===== src/rtl/spi_master_tx_fifo.sv =====
// Show-ahead transmit FIFO between the register write path and the SPI shifter.
// Full/empty come from the level counter only. Error flags are sticky until clr or rst.
module spi_master_tx_fifo #(
  parameter int DATA_WIDTH   = 32,
  parameter int BUFFER_DEPTH = 8,
  parameter int AF_THRESHOLD = 6
) (
  input  logic                            clk,
  input  logic                            rst,
  input  logic                            clr,
  input  logic [DATA_WIDTH-1:0]           in_data,
  input  logic                            in_valid,
  output logic                            in_ready,
  output logic [DATA_WIDTH-1:0]           data,
  output logic                            data_valid,
  input  logic                            data_ready,
  output logic [$clog2(BUFFER_DEPTH):0]   elements,
  output logic                            almost_full,
  output logic                            ovf_err,
  output logic                            udf_err
);

  localparam int LOG_D = $clog2(BUFFER_DEPTH);
  localparam logic [LOG_D:0]   FULL_LVL = (LOG_D+1)'(BUFFER_DEPTH);
  localparam logic [LOG_D:0]   AF_LVL   = (LOG_D+1)'(AF_THRESHOLD);
  localparam logic [LOG_D:0]   ONE_LVL  = (LOG_D+1)'(1);
  localparam logic [LOG_D:0]   ZERO_LVL = (LOG_D+1)'(0);
  localparam logic [LOG_D-1:0] ONE_PTR  = LOG_D'(1);
  localparam logic [LOG_D-1:0] ZERO_PTR = LOG_D'(0);

  logic [DATA_WIDTH-1:0] mem_r [BUFFER_DEPTH];
  logic [LOG_D-1:0]      rd_ptr_r;
  logic [LOG_D-1:0]      wr_ptr_r;
  logic [LOG_D:0]        elements_r;
  logic                  ovf_r;
  logic                  udf_r;
  logic                  full_s;
  logic                  empty_s;
  logic                  push_s;
  logic                  pop_s;

  assign full_s      = (elements_r == FULL_LVL);
  assign empty_s     = (elements_r == ZERO_LVL);
  assign push_s      = in_valid && !full_s;
  assign pop_s       = data_ready && !empty_s;

  assign in_ready    = !full_s;
  assign data_valid  = !empty_s;
  assign almost_full = (elements_r >= AF_LVL);
  assign elements    = elements_r;
  assign data        = mem_r[rd_ptr_r];
  assign ovf_err     = ovf_r;
  assign udf_err     = udf_r;

  // Storage array: no reset, written only on an accepted push outside flush/reset.
  always_ff @(posedge clk) begin
    if (push_s && !rst && !clr) begin
      mem_r[wr_ptr_r] <= in_data;
    end
  end

  // Pointers, level counter and sticky error flags.
  always_ff @(posedge clk) begin
    if (rst || clr) begin
      rd_ptr_r   <= ZERO_PTR;
      wr_ptr_r   <= ZERO_PTR;
      elements_r <= ZERO_LVL;
      ovf_r      <= 1'b0;
      udf_r      <= 1'b0;
    end else begin
      if (push_s) begin
        wr_ptr_r <= wr_ptr_r + ONE_PTR;
      end
      if (pop_s) begin
        rd_ptr_r <= rd_ptr_r + ONE_PTR;
      end
      case ({push_s, pop_s})
        2'b10:   elements_r <= elements_r + ONE_LVL;
        2'b01:   elements_r <= elements_r - ONE_LVL;
        default: elements_r <= elements_r;
      endcase
      if (in_valid && full_s) begin
        ovf_r <= 1'b1;
      end
      if (data_ready && empty_s) begin
        udf_r <= 1'b1;
      end
    end
  end

endmodule

===== config.mk =====
export PLATFORM = sky130hd
export DESIGN_NAME = spi_master_tx_fifo
export DESIGN_NICKNAME = d
export VERILOG_FILES = /design/src/rtl/spi_master_tx_fifo.sv
export SDC_FILE = /design/constraint.sdc
export NUM_CORES = 1
export LEC_CHECK = 0
export BUFFER_PORTS_ARGS = -buffer_cell sky130_fd_sc_hd__buf_4
export CAP_MARGIN = 20
export CORE_MARGIN = 8
export CORE_UTILIZATION = 40
export DETAILED_ROUTE_END_ITERATION = 16
export PLACE_DENSITY = 0.56
export SETUP_SLACK_MARGIN = 0.3
export SLEW_MARGIN = 0
export SYNTH_ARGS = -nofsm -noshare
export SYNTH_HDL_FRONTEND = slang
export SYNTH_SLANG_ARGS = --single-unit

===== constraint.sdc =====
create_clock -name clk -period 6.2 [get_ports clk]
set_clock_uncertainty 0.2 [all_clocks]
set_input_delay 0.31 -clock clk [delete_from_list [all_inputs] [get_ports clk]]
set_output_delay 0.31 -clock clk [all_outputs]
set_load 0.01 [all_outputs]

==> key figures <==
STA
  – Worst Max-Slew Pin Slew: 1050 ps
  – Final Hold Viols: 0
  – Setup violators final: 0
  – Max transition margin: 30.2%
  – Min Tclk post-route: approximately 3500 ps
  – Fin Setup TNS: 0 ps
  – Slew Viols, Final: 0
  – Fmax: 0.283 GHz
  – Period utilization: 57.1%
  – RSZ-0062 raised after global routing: false

Logic synthesis
  – Cells after Synth: roughly 460
  – Syn Nets: ~500
  – Synth Area per Inst: 22.9 µm²
  – Area contributors post-synth: edfxtp_1, mux4_2, mux4_1
  – Post-synth EDFFs: between 200 and 300
  – Post-Syn Area: between 10000 and 15000 µm²
  – Cell variety after synth: 36
  – Synth Flop Type: edfxtp_1
  – Area leader, netlist: edfxtp_1
  – Sequential share of the synthesized area: around three quarters
  – Area share of the largest cell type after synthesis: 73.3%
  – Share of flip-flops with an asynchronous set or reset: 0%
  – Most frequent cell after synthesis: edfxtp_1
  – Top cells by count, synth: edfxtp_1, mux4_2, mux2_2
  – Yosys reg bits: 271
  – YS warnings: 0

Status
  – Status: finished, final reports clean

Global route
  – GRT Util Overall: about an eighth
  – Vias in the first global route: 5401
  – Initial antenna violation count: 0
  – GRT overflow: 0
  – First-pass GRT wire length: 31.5 mm
  – Largest net degree at the start of global routing: 53

Die
  – Die Y: around 180 µm
  – Initial Util: 40.5%
  – I/O pins: 78
  – Die area: 31700 µm²
  – Placement Rows: 59
  – Core box area: 25900 µm²
  – Die X: approximately 180 µm

Worst setup path
  – Endpoint class of the critical path: output pin
  – Worst EP arrival: about 3000 ps
  – Reg2Reg Depth: 4
  – R2R setup slack: 3330 ps
  – Cell mode on critical path: buf_4
  – Critical-path maximum fanout: 37
  – Worst setup SP type: flop
  – Slowest cell on crit path: dfxtp_4
  – WP depth: 4
  – WS Path Type: flop to output pin
  – Data required time at the worst endpoint: 5690 ps
  – CP top delay family: multiplexers
  – CP peak stage delay: 810 ps
  – Buffers plus inverters on the worst setup path: 2
  – Worst-path cell chain: buf_4, mux4_1, mux2_2, buf_4

Power
  – Sequential power share: 53.6%
  – Worst IR Drop VDD: 0.168 mV
  – Leak: roughly 4.1 nW
  – PD cells: slightly below 300 nW/µm²
  – Cell Int Power: 0.00303 W
  – Clock Power Share: 42.8%
  – Combinational share of power: 3.7%
  – Net Sw Frac: 19.5%
  – Switching power: 0.000737 W

Finish
  – Final nets: 630
  – Antenna diodes: 0
  – Synth-to-layout area growth: 21.2%
  – Fin util: 49.1%
  – Layout cells sized above 1: between 30% and 40%
  – FILL cells: 2084

Detailed routing
  – DRT Pass-1 Iters: 4
  – DRT iter0 DRCs: 305
  – Drt via density: a little over 5
  – ANT nets after route: 0
  – Wirelength per Cell: 21.8 µm
  – Drt total wl: 20.6 mm
  – Number of remaining DRC errors: 0
  – Total vias in the final route: 4880

Placed design
  – Final Wtd Congestion: 0.734
  – Dpl hpwl: around 11 mm
  – Port bufs: 77

Clock network
  – H-tree Lvls: 1
  – Clk root buf: clkbuf_16
  – CTS buffer count: 28
  – CTS tree: done
  – Worst skew pair latency: 530 ps
  – Clk pin slew, worst setup/hold paths: 60 ps
  – CTS max path bufs: 3
  – Clock Sink Count: 271

Hold path
  – Worst hold path class: flop to flop
  – Hold Path Stages: 2

Run
  – Max Cap Viol: 0
[logic make-up after synthesis]
kind of cell	Yosys count	synth area share (%)
xor gates and xnor gates	7	0.584
and+or+nand+nor	44	2.23
AOI/OAI and AO/OA	11	0.632
adders and majority gates	5	0.596
muxes	97	18.3
buffers and inverters	24	1.54
DFF	271	76.1
[worst paths after layout]
kind / start / endpoint
worst min-delay path: rd_ptr_r[1] / flop
worst max-delay path: flop / data[31]
worst max register to register: elements[1] / mem_r[4][1]
worst min register to register: rd_ptr_r[1] / flop
[sequential cells by signal, indices dropped and copies added, names as in the netlist, named ones only]
name,cells
elements,4
mem_r,256
ovf_err,1
rd_ptr_r,3
udf_err,1
wr_ptr_r,3
[final cells by class]
cell class              instances  area [µm²]  area share [%]
flip-flops and latches        271        7990            62.9
multi-input cells             164        2400            18.8
repair buffers                121         993            7.81
clock buffers                  35         758            5.96
well taps                     335         419            3.30
clock inverters                17         144            1.13
inverters                       2        7.51          0.0591
[through the flow]
stage               instances  hold WS [ps]  instance area (µm²)  worst slack, ps  total power, W
finish                    945           288                12700             2660         0.00377
global route              945           320                12700             2440         0.00390
CTS                       945           287                12700             2540         0.00382
detailed placement        859           277                11500             3110         0.00218
global placement          859           260                11500             3090         0.00218
floorplan                 459           209                10500             2110         0.00212
[power groups by stage]
stage	Combinational [W]	Clock, W	Sequential [W]
2_1_floorplan	0.0000600	0	0.00206
3_3_place_gp	0.000118	0	0.00206
3_5_place_dp	0.000122	0	0.00206
4_1_cts	0.000141	0.00165	0.00202
5_1_grt	0.000151	0.00172	0.00202
6_report	0.000138	0.00161	0.00202
[placed cells by master (no fill, tap or decap), drive strengths merged, types with 7 or more instances in the layout]
cell and n:
buf 87, clkbuf 35, clkinv 12, dfxtp 15, dlygate4sd3 34, edfxtp 256
mux2 32, mux4 64, nand2 7, nor2 17, xor2 7
[worst reg2reg max path, delay by kind of cell, from the launching register on]
family / cells / cell delay [ps]
simple gates: 3 / 1220
flops: 1 / 530
buf+inv: 1 / 540
[timing repair]
item / CTS / global route
hold buffers: 34 / 0
setup buffers: 0 / 0
hold endpoints to repair: 267 / 0
resized for setup: 0 / 0
[metal layers]
layer  track usage, %  share of wire (%)  vias to the layer above
li1                 -                  -                     2202
met3             2.09                3.6                       33
met1             16.1                 42                     2545
met2             23.2                 52                      100
met5                0                  0                        -
met4             4.24                2.0                        0
(Power assumes the default switching activity.)
